### src/rtl/apb3_master_bridge.sv
// APB3 initiator: takes one command at a time from the CPU-side port, runs a
// SETUP/ACCESS transfer on the selected slave and returns the result.
module apb3_master_bridge #(
  parameter int NUM_SLAVES = 8,
  parameter int TIMEOUT    = 256
) (
  input  logic                       io_apb_PCLK,
  input  logic                       io_apb_PRESETn,
  input  logic                       cmd_valid,
  output logic                       cmd_ready,
  input  logic [19:0]                cmd_addr,
  input  logic                       cmd_write,
  input  logic [31:0]                cmd_wdata,
  output logic                       rsp_valid,
  input  logic                       rsp_ready,
  output logic [31:0]                rsp_rdata,
  output logic                       rsp_error,
  output logic                       rsp_timeout,
  output logic [15:0]                io_apb_PADDR,
  output logic [NUM_SLAVES-1:0]      io_apb_PSEL,
  output logic                       io_apb_PENABLE,
  output logic                       io_apb_PWRITE,
  output logic [31:0]                io_apb_PWDATA,
  input  logic [NUM_SLAVES-1:0]      io_apb_PREADY,
  input  logic [32*NUM_SLAVES-1:0]   io_apb_PRDATA,
  input  logic [NUM_SLAVES-1:0]      io_apb_PSLVERROR
);

  typedef enum logic [1:0] {IDLE, SETUP, ACCESS, RESP} state_t;

  localparam int CW = (TIMEOUT > 0) ? $clog2(TIMEOUT + 1) : 1;

  state_t                  state_reg;
  logic [CW-1:0]           cnt_reg;
  logic [NUM_SLAVES-1:0]   psel_reg;
  logic                    penable_reg;
  logic                    pwrite_reg;
  logic [15:0]             paddr_reg;
  logic [31:0]             pwdata_reg;
  logic                    rsp_valid_reg;
  logic [31:0]             rsp_rdata_reg;
  logic                    rsp_error_reg;
  logic                    rsp_timeout_reg;

  logic [NUM_SLAVES-1:0]   dec_hot;
  logic [31:0]             rdata_acc [NUM_SLAVES+1];
  logic [31:0]             sel_rdata;
  logic                    sel_ready;
  logic                    sel_err;
  logic                    timeout_hit;

  // One-hot decode of the slave index; an all-zero result is a decode error.
  // The read-data mux reuses the registered select so only that slave is seen.
  assign rdata_acc[0] = 32'h0;
  genvar gi;
  generate
    for (gi = 0; gi < NUM_SLAVES; gi++) begin : g_slave
      assign dec_hot[gi]     = (cmd_addr[19:16] == 4'(gi));
      assign rdata_acc[gi+1] = rdata_acc[gi] |
                               (io_apb_PRDATA[32*gi +: 32] & {32{psel_reg[gi]}});
    end
  endgenerate

  assign sel_rdata = rdata_acc[NUM_SLAVES];
  assign sel_ready = |(io_apb_PREADY & psel_reg);
  assign sel_err   = |(io_apb_PSLVERROR & psel_reg);

  generate
    if (TIMEOUT > 0) begin : g_timeout
      assign timeout_hit = (cnt_reg == CW'(TIMEOUT - 1));
    end else begin : g_no_timeout
      assign timeout_hit = 1'b0;
    end
  endgenerate

  always_ff @(posedge io_apb_PCLK or negedge io_apb_PRESETn) begin
    if (!io_apb_PRESETn) begin
      state_reg       <= IDLE;
      cnt_reg         <= '0;
      psel_reg        <= '0;
      penable_reg     <= 1'b0;
      pwrite_reg      <= 1'b0;
      paddr_reg       <= 16'h0;
      pwdata_reg      <= 32'h0;
      rsp_valid_reg   <= 1'b0;
      rsp_rdata_reg   <= 32'h0;
      rsp_error_reg   <= 1'b0;
      rsp_timeout_reg <= 1'b0;
    end else begin
      case (state_reg)
        IDLE: begin
          if (cmd_valid) begin
            paddr_reg  <= cmd_addr[15:0];
            pwrite_reg <= cmd_write;
            pwdata_reg <= cmd_wdata;
            cnt_reg    <= '0;
            if (|dec_hot) begin
              psel_reg  <= dec_hot;
              state_reg <= SETUP;
            end else begin
              rsp_valid_reg   <= 1'b1;
              rsp_error_reg   <= 1'b1;
              rsp_rdata_reg   <= 32'h0;
              rsp_timeout_reg <= 1'b0;
              state_reg       <= RESP;
            end
          end
        end
        SETUP: begin
          penable_reg <= 1'b1;
          state_reg   <= ACCESS;
        end
        ACCESS: begin
          // Ready on the final permitted cycle wins over the timeout.
          if (sel_ready) begin
            psel_reg        <= '0;
            penable_reg     <= 1'b0;
            rsp_valid_reg   <= 1'b1;
            rsp_error_reg   <= sel_err;
            rsp_rdata_reg   <= (!pwrite_reg && !sel_err) ? sel_rdata : 32'h0;
            rsp_timeout_reg <= 1'b0;
            state_reg       <= RESP;
          end else if (timeout_hit) begin
            psel_reg        <= '0;
            penable_reg     <= 1'b0;
            rsp_valid_reg   <= 1'b1;
            rsp_error_reg   <= 1'b1;
            rsp_rdata_reg   <= 32'h0;
            rsp_timeout_reg <= 1'b1;
            state_reg       <= RESP;
          end else begin
            cnt_reg <= cnt_reg + 1'b1;
          end
        end
        RESP: begin
          if (rsp_ready) begin
            rsp_valid_reg <= 1'b0;
            state_reg     <= IDLE;
          end
        end
        default: state_reg <= IDLE;
      endcase
    end
  end

  // Gated by reset so the port reads 0 while reset is held.
  assign cmd_ready      = io_apb_PRESETn && (state_reg == IDLE);
  assign rsp_valid      = rsp_valid_reg;
  assign rsp_rdata      = rsp_rdata_reg;
  assign rsp_error      = rsp_error_reg;
  assign rsp_timeout    = rsp_timeout_reg;
  assign io_apb_PADDR   = paddr_reg;
  assign io_apb_PSEL    = psel_reg;
  assign io_apb_PENABLE = penable_reg;
  assign io_apb_PWRITE  = pwrite_reg;
  assign io_apb_PWDATA  = pwdata_reg;

endmodule

### config.mk
export PLATFORM = sky130hd
export DESIGN_NAME = apb3_master_bridge
export DESIGN_NICKNAME = d
export VERILOG_FILES = /design/src/rtl/apb3_master_bridge.sv
export SDC_FILE = /design/constraint.sdc
export NUM_CORES = 1
export LEC_CHECK = 0
export ABC_AREA = 0
export BUFFER_PORTS_ARGS = -buffer_cell sky130_fd_sc_hd__buf_4
export CAP_MARGIN = 10
export CORE_AREA = 2 2 165 167
export CTS_CLUSTER_SIZE = 14
export DETAILED_ROUTE_END_ITERATION = 8
export DIE_AREA = 0 0 167 169
export SLEW_MARGIN = 20
export SYNTH_ARGS = -nofsm -noshare
export SYNTH_HDL_FRONTEND = slang
export SYNTH_SLANG_ARGS = --single-unit
### constraint.sdc
create_clock -name io_apb_PCLK -period 4.6 [get_ports io_apb_PCLK]
set_clock_uncertainty 0.1 [all_clocks]
set_input_delay 0.46 -clock io_apb_PCLK [delete_from_list [all_inputs] [get_ports io_apb_PCLK]]
set_output_delay 0.46 -clock io_apb_PCLK [all_outputs]
set_load 0.01 [all_outputs]
After elaboration in Yosys (flattened, before gate mapping)
Index checks and enable logic that the tools add are counted.
{"block": "classes", "reduce_logical": 19, "n_addsub": 1, "n_eq_ne": 18, "bitwise": 17, "mux": 36}
{"operator": "$and A32 B32 Y32", "count": 8}
{"operator": "$or A32 B32 Y32", "count": 7}
{"operator": "$mux W32", "count": 5}
{"operator": "$pmux W32 S2", "count": 1}
{"operator": "$mux W8", "count": 4}
{"operator": "$mux W9", "count": 3}
{"operator": "$reduce_or A8 Y1", "count": 3}
{"operator": "$pmux W9 S2", "count": 1}
{"operator": "$and A8 B8 Y8", "count": 2}
{"operator": "$eq A4 B3 Y1 const B", "count": 4}
{"operator": "$pmux W8 S2", "count": 1}
{"operator": "$ne A2 B2 Y1 const B", "count": 6}
{"operator": "$reduce_and A4 Y1", "count": 3}
{"operator": "$mux W1", "count": 11}
{"operator": "$mux W2", "count": 5}
{"operator": "$add A9 B1 Y9 const B", "count": 1}
{"operator": "$eq A9 B8 Y1 const B", "count": 1}
{"operator": "$eq A4 B2 Y1 const B", "count": 2}
{"operator": "$pmux W2 S4", "count": 1}
{"operator": "$pmux W1 S2", "count": 3}
{"operator": "$reduce_and A5 Y1", "count": 1}
{"operator": "$eq A2 B2 Y1 const B", "count": 2}
{"operator": "$eq A4 B1 Y1 const B", "count": 1}
{"operator": "$logic_not A4 Y1", "count": 1}
{"operator": "other kinds (10)", "count": 14}
{"block": "totals", "output_inout_bits": 94, "inputBits": 329, "register_bits": 104, "word_cells": 102}

Depth between registers and ports, before layout
Gate-level depths: netlist of the first run.
{"block": "logic_depth", "depth_word": 11, "ltp_mapped": 9, "ltp_nobuf": 9}

Least setup slack after synthesis of the first run
No wires, ideal clock.
{"block": "synth_path", "path_kind": "reg2reg", "from": "reg psel_reg[6], in the netlist io_apb_PSEL[6]", "to": "reg psel_reg[0], in the netlist io_apb_PSEL[0]", "slack_ns": 2.292, "required_ns": 4.375, "synth_period_minus_slack_ns": 2.308, "setup_ns": 0.125, "n_path_buf": 3, "arrival_ns": 2.083, "path_stages_with_launch": 8, "path_cell_list": "dfrtp_1 > buf_2 > a22o_1 > or4_1 > buf_2 > o22a_1 > buf_6 > mux2_4"}
{"block": "synth_via", "elab_chain_cells": 4, "word_cells_on_any_way": 6, "cone_classes": "eq/ne: 1; mux: 2; bitwise: 1; reduce/logical: 2"}
{"element": "start, declared", "line_no": "35", "text": "logic [NUM_SLAVES-1:0] psel_reg;"}
{"element": "start signal, assigned", "line_no": "98", "text": "psel_reg <= dec_hot;"}
{"element": "$and A8 B8 Y8 *", "line_no": "65", "text": "assign sel_ready = |(io_apb_PREADY & psel_reg);"}
{"element": "$reduce_or A8 Y1 *", "line_no": "65"}
{"element": "$ne A3 B3 Y1 (no line) or $mux W8 (tied branches)"}
{"element": "$reduce_and A4 Y1 (no line) or $pmux W8 S2 (tied branches)"}
Mark *: on every way between the ends. The rest lies on a longest branch, timed or not.
A chain may end at the register's enable or synchronous reset.

Final worst setup path of the first run
{"block": "layout_path", "from": "reg psel_reg[6], in the netlist io_apb_PSEL[6]", "to": "reg rsp_rdata_reg[28], in the netlist rsp_rdata[28]"}
{"block": "layout_via", "elab_chain_cells": 7, "word_cells_on_any_way": 14, "cone_classes": "eq/ne: 1; mux: 3; bitwise: 5; reduce/logical: 5"}
{"element": "$and A8 B8 Y8", "line_no": "66", "text": "assign sel_err = |(io_apb_PSLVERROR & psel_reg);"}
{"element": "$reduce_or A8 Y1", "line_no": "66"}
{"element": "$logic_not A1 Y1", "line_no": "120", "text": "rsp_rdata_reg <= (!pwrite_reg && !sel_err) ? sel_rdata : 32'h0;"}
{"element": "$logic_and A1 B1 Y1", "line_no": "120"}
{"element": "$mux W32", "line_no": "120"}
{"element": "$mux W32", "line_no": "115", "text": "if (sel_ready) begin"}
{"element": "$pmux W32 S2", "line_no": "90", "text": "case (state_reg)"}
{"element": "end signal, assigned", "line_no": "120"}
{"element": "end, declared", "line_no": "41", "text": "logic [31:0] rsp_rdata_reg;"}
Parallel ways exist; a longest one is shown, timed or not.

==> results.md, run 1 <==
- Outcome: complete, no violations
- Post-Synthesis Cells: around 520
- Clock transition at the registers of the reported paths: roughly 0.09 ns
- Reg power frac: 45.7%
- CTS Root Cell: clkbuf_16
- Hold Crit Class: in2reg
- Setup crit end: rsp_rdata[28]$_DFFE_PN0P_
- Antenna cells: 0
- WP data arrival: between 3 and 4 ns
- DRT iter0 DRCs: 413
- Chip Height: 169 um
- Max-slew violations: 0
- Multi-input gate area: 2870 um^2
- Commonest cells after routing, fill and taps aside: 430 x buf_4, 132 x a22oi_1, 96 x dfrtp_1
- Adder-cell share of the synthesized area: 1.33%
- Layout cells sized above 1: between 50 and 60%
- Area share of the largest cell type after synthesis: a little under half
- Top post-synthesis cells by area: dfrtp_1 46%, a22oi_1 18%, mux2_2 10%
- Clock sinks: 104
- Logic gate share of total power: 12.4%
- Vias in the first global route: 6323
- Share of flip-flops with an asynchronous set or reset: 100%
- HPWL Detailed: 19200 um
- First-pass GRT wire length: 37700 um
- DRC: 0
- Cell Int Power: 1530 uW
- Maximum clock path buffer count: 2
- Synth warn: 0
- Crit. Startpoint: io_apb_PSEL[6]$_DFFE_PN0P_
- Main synth FF type: dfrtp_1
- Critical Path Max Stage Delay: ~0.75 ns
- Total grt overflow: 0
- R2r setup slk: 1.45 ns
- Starting Density: about a fifth
- Slew headroom: 34.1%
- Power per standard cell area: 210 nW/um^2
- WL/cell: a little over 20 um
- # resized after CTS: 0
- Post-synthesis simple-gate area fraction: 9.11%
- Slowest CP cell: dfrtp_2
- CP Data Required Time: around 4.8 ns
- Area delta synth->final: 67.7%
- CTS tree: done
- Die footprint: about 28000 um^2
- FF/Latch Area: approximately 2600 um^2
- Setup violators final: 0
- Fill cell count: 2718
- Psw: between 400 and 500 uW
- Syn Nets: 853
- CP endpoint kind: flip-flop
- Clock latency on the worst-skew pair: 0.36 ns
- Die W: approximately 170 um
- IO buf count: 422
- Clock power frac: 41.9%
- Total GRT Usage: approximately 18%
- Initial antenna violation count: 1
- XOR/XNOR share of the synthesized area: 0%
- Fin crit share: roughly 68%
- Core area: 26500 um^2
- Crit Path Class: reg2reg
- RSZ-0062 raised after global routing: false
- Commonest non-fill, non-tap cell in the layout: buf_4
- Post-layout nets: ~1200
- Max VDD drop: 0.151 mV
- Max-cap violation count: 0
- Average cell area after synthesis: 10.9 um^2
- CP Max Fanout: 36
- Largest family of logic cells by synthesized area: compound AO/OA/AOI/OAI gates
- Setup TNS: 0 ns
- Highest clock rate: roughly 320 MHz
- Vias post-DR: about 6000
- Switching Share: 23.3%
- Critical R2R Capture: rsp_rdata[28]$_DFFE_PN0P_
- Worst reg2reg path depth: 5
- Worst slew pin tran: 0.989 ns
- Synth Area in Compound Gates: 26.6%
- Post-CTS setup buffers: 0
- DRT antenna net count: 0
- Pwr Total: ~2000 uW
- Sequential area share after synthesis: 46.0%
- Largest net degree at the start of global routing: 69
- Top cell by count, worst path: a22o_1
- Critical path cell sequence: a22o_1 -> or4_1 -> o21ai_4 -> buf_4 -> a22o_1
- Startpoint Class: flip-flop
- Drt total wl: 26000 um
- H-Tree Depth: 3
- Final hold violations: 0
- Total CTS buffers: 9
- Yosys reg bits: around 100
- Top Ports: 423
- Post-synth EDFFs: 0
- R2r startpoint: io_apb_PSEL[6]$_DFFE_PN0P_
- Fin crit period: 3.15 ns
- Synthesized area: 5660 um^2
- Rows: 60
- Vias per inst: 4.92
- Leading area contributor after synthesis: dfrtp_1
- LEAKAGE: 0.00477 uW
- Unique masters post-synth: 39
- DRT Pass-1 Iters: 4
- Routability Congestion: 0.806
- Multiplexer share of the synthesized area: 13.0%
==> routing by layer <==
metal | track usage [%] | vias to the layer above | wire [um]
li1 | - | 2851 | -
met1 | 22.8 | 2988 | 10900
met2 | 28.6 | 313 | 12600
met3 | 4.35 | 31 | 1860
met4 | 5.55 | 2 | 560
met5 | 0 | - | 16
==> critical path, delay by kind of cell, from the launching register on <==
kind	cells	cell delay [ns]
AO/OA/AOI/OAI	3	1.11
flip-flops	1	0.75
AND/OR/NAND/NOR	1	0.75
buffers and inverters	1	0.35
==> repair_timing <==
| action | 4_1_cts | 5_1_grt |
|---|---|---|
| endpoints found under the setup margin | 0 | 0 |
| endpoints found under the hold margin | 5 | 0 |
| hold buffers | 1 | 0 |
==> layout make-up <==
class	instances	area share (%)
repair buffers	431	34.1
multi-input cells	359	30.2
flip-flops and latches	104	27.5
well taps	341	4.50
clock buffers	9	2.37
clock inverters	7	1.02
inverters	6	0.237
==> cells in the mapped netlist, drive strengths merged, types with 6 or more instances <==
library cell and count:
a22oi 132, dfrtp 104, mux2 60, clkbuf 40, a22o 37, nand4 34
nor2 15, nand2 11, buf 9, o21ai 8, a21oi 7, ha 6
inv 6
==> stage by stage <==
step	cells	setup WS, ns	hold slack, ns	utilization (%)	cell area [um^2]
floorplan	518	2.29	0.0644	-	5660
global placement	1240	1.56	0.377	34.5	9150
detailed placement	1240	1.49	0.382	34.5	9150
CTS	1257	1.45	0.207	35.8	9480
global route	1257	1.30	0.205	35.8	9490
finish	1257	1.45	0.228	35.8	9490
==> cells by family (layout without fill, tap and decap cells) <==
kind of cell | after synthesis | after routing
compound gates | 197 | 197
mux | 63 | 63
simple gates | 93 | 93
buf+inv | 55 | 453
fa+ha+maj | 6 | 6
flops | 104 | 104
==> power groups by stage <==
stage / clock, uW / combinational (uW) / sequential (uW)
6_report: 836 / 247 / 913
2_1_floorplan: 0 / 2.84 / 932
3_3_place_gp: 0 / 246 / 932
5_1_grt: 906 / 264 / 913
3_5_place_dp: 0 / 248 / 932
4_1_cts: 871 / 249 / 913
==> how the worst min path moves through the flow <==
stage                            from                           to  slack [ns]  depth (start not counted)
2_1_floorplan          io_apb_PRESETn       cnt_reg[0]$_DFFE_PN0P_        0.06                          0
3_3_place_gp           io_apb_PRESETn  io_apb_PADDR[9]$_DFFE_PN0P_        0.38                          1
3_5_place_dp   cnt_reg[8]$_DFFE_PN0P_       cnt_reg[8]$_DFFE_PN0P_        0.38                          1
4_1_cts                   cmd_addr[2]  io_apb_PADDR[2]$_DFFE_PN0P_        0.21                          2
5_1_grt                   cmd_addr[3]  io_apb_PADDR[3]$_DFFE_PN0P_        0.21                          2
6_report                  cmd_addr[2]  io_apb_PADDR[2]$_DFFE_PN0P_        0.23                          2
(Power assumes the default switching activity.)
==> run 2, diff against run 1 <==
==> constraint.sdc (replaced) <==
create_clock -name io_apb_PCLK -period 3.28 [get_ports io_apb_PCLK]
set_clock_uncertainty 0.1 [all_clocks]
set_input_delay 0.328 -clock io_apb_PCLK [delete_from_list [all_inputs] [get_ports io_apb_PCLK]]
set_output_delay 0.328 -clock io_apb_PCLK [all_outputs]
set_load 0.01 [all_outputs]
==> run 2 against run 1 <==
  * Count of clock-buffer cells in the layout increased by 1
  * Final area is 0.29% higher
  * Wire length grew 1.6%
  * Sequential share of layout area fell by 0.080 points
  * Utilization rose by 0.10 points
  * Clock power is 34% higher
  * Flip-flop and latch count unchanged
==> results.md, run 2 (synthesized netlist as in run 1, its figures left out) <==
- Outcome: complete, no violations
- Commonest non-fill, non-tap cell in the layout: buf_4
- Fin crit share: between 70% and 80%
- Routability Congestion: 0.796
- Chip Height: approximately 170 um
- LEAKAGE: 0.00480 uW
- Vias in the first global route: 6371
- Final hold violations: 0
- Post-DP Area: 9210 um^2
- Largest net degree at the start of global routing: 54
- Critical path cell sequence: ha_1 -> nand2_1 -> nor2_1 -> and3_1 -> ha_1 -> nand2b_1 -> o22a_1 -> mux2_4
- CP Max Fanout: 8
- Starting Density: 21.4%
- Total CTS buffers: 9
- Post-layout nets: 1254
- Core area: 26500 um^2
- CTS tree: done
- Top cell by count, worst path: ha_1
- Max VDD drop: 0.209 mV
- Post-CTS setup buffers: 0
- Slowest CP cell: o22a_1
- Crit Path Class: reg2reg
- DRT antenna net count: 0
- WL/cell: 20.9 um
- Setup TNS: 0 ns
- Hold Crit Class: in2reg
- H-Tree Depth: 3
- Final instance area: 9520 um^2
- Clock transition at the registers of the reported paths: 0.08 ns
- Startpoint Class: flip-flop
- Rows: 60
- CP Data Required Time: 3.42 ns
- Area delta synth->final: 68.2%
- Total grt overflow: 0
- Setup violators final: 0
- CP bufs+invs: 0
- Fin crit period: 2.57 ns
- Antenna cells: 0
- Max-cap violation count: 0
- Die footprint: roughly 28000 um^2
- Clock sinks: 104
- Die W: 167 um
- RSZ-0062 raised after global routing: false
- Total GRT Usage: between 10% and 20%
- Top Ports: roughly 420
- First-pass GRT wire length: approximately 39000 um
- Hold Path Depth: 2
- Worst reg2reg path depth: 8
- WP data arrival: approximately 2.7 ns
- Vias per inst: 4.96
- Dpl cells: 1248
- Critical Path Max Stage Delay: 0.50 ns
- Initial antenna violation count: 1
- Commonest cells after routing, fill and taps aside: 438 x buf_4, 132 x a22oi_1, 96 x dfrtp_1
- HPWL Detailed: 19300 um
- Maximum clock path buffer count: 2
- Final core utilization: 35.9%
- Slew headroom: 54.4%
- Drt total wl: 26400 um
- WP depth: 8
- DRC: 0
- Fill cell count: 2731
- Highest clock rate: 389 MHz
- CTS Root Cell: clkbuf_16
- Layout cells sized above 1: 57.4%
- Worst slew pin tran: 0.683 ns
- CP top delay family: simple AND/OR/NAND/NOR gates
- Max-slew violations: 0
- Clock latency on the worst-skew pair: ~0.35 ns
- DRT Pass-1 Iters: 5
- CP endpoint kind: flip-flop
- Final Non-Filler Cells: roughly 1300
- Min setup slack post-route: 0.708 ns
- FF/Latch Area: approximately 2600 um^2
- DRT iter0 DRCs: 354
- IO buf count: between 400 and 500
- Pre-CTS WS: 0.772 ns
- Vias post-DR: 6271
- Multi-input gate area: 2860 um^2
- Power per standard cell area: 288 nW/um^2
## run 2: cell types whose count changed in the layout (fill, tap and decap cells not counted), sizes merged
cell | previous run | this run
clkbuf | 9 | 10
buf | 430 | 438
bufinv | 1 | 0
## run 2: worst paths after layout
| kind | start | end | slack [ns] |
|---|---|---|---|
| max | cnt_reg[0]$_DFFE_PN0P_ | io_apb_PSEL[5]$_DFFE_PN0P_ | 0.71 |
| min | cmd_wdata[21] | io_apb_PWDATA[21]$_DFFE_PN0P_ | 0.10 |
| max reg2reg | cnt_reg[0]$_DFFE_PN0P_ | io_apb_PSEL[5]$_DFFE_PN0P_ | 0.71 |
| min reg2reg | rsp_rdata[22]$_DFFE_PN0P_ | rsp_rdata[22]$_DFFE_PN0P_ | 0.41 |
| max in group asynchronous | io_apb_PRESETn | io_apb_PWDATA[31]$_DFFE_PN0P_ | 1.81 |
| min in group asynchronous | io_apb_PRESETn | io_apb_PWDATA[12]$_DFFE_PN0P_ | 0.39 |
## run 2: per-stage QoR
step                power [uW]  hold WS (ns)
global route              2880        0.0808
finish                    2740         0.103
CTS                       2810        0.0837
detailed placement        1650         0.238
floorplan                 1310       -0.0676
global placement          1650         0.233
## run 2: worst reg2reg max path: cells and delay by family, from the launching register on
kind / cells / cell delay, ns
AOI/OAI and AO/OA: 1 / 0.50
adders and majority gates: 2 / 0.42
DFF: 1 / 0.42
muxes: 1 / 0.34
and+or+nand+nor: 4 / 0.69
## run 2: what timing repair did
| action | 4_1_cts | 5_1_grt |
|---|---|---|
| hold buffers | 1 | 0 |
| endpoints found under the hold margin | 33 | 0 |
| setup endpoints to repair | 0 | 0 |
| resized for setup | 0 | 0 |
## run 2: where the power goes
part	switching, uW	leakage (uW)	internal, uW
clock	557	0.000145	558
sequential	0	0.00142	1280
combinational	97.5	0.00323	248
total	655	0.00480	2090
## run 2: layout make-up
cell class	count	area share, %
Clock buffer	10	2.51
Clock inverter	6	0.644
Inverter	6	0.237
Multi-Input combinational cell	359	30.0
Sequential cell	104	27.5
Tap cell	341	4.48
Timing Repair Buffer	439	34.7
## run 2: routing by layer
| layer | wire (um) | share of wire, % | global-route usage, % | up-vias |
|---|---|---|---|---|
| li1 | - | - | - | 2865 |
| met2 | 13000 | 49 | 30.1 | 338 |
| met1 | 10900 | 41 | 22.8 | 3029 |
| met4 | 443 | 1.7 | 4.84 | 2 |
| met5 | 10 | 0.038 | 0 | - |
| met3 | 2050 | 7.7 | 4.40 | 37 |
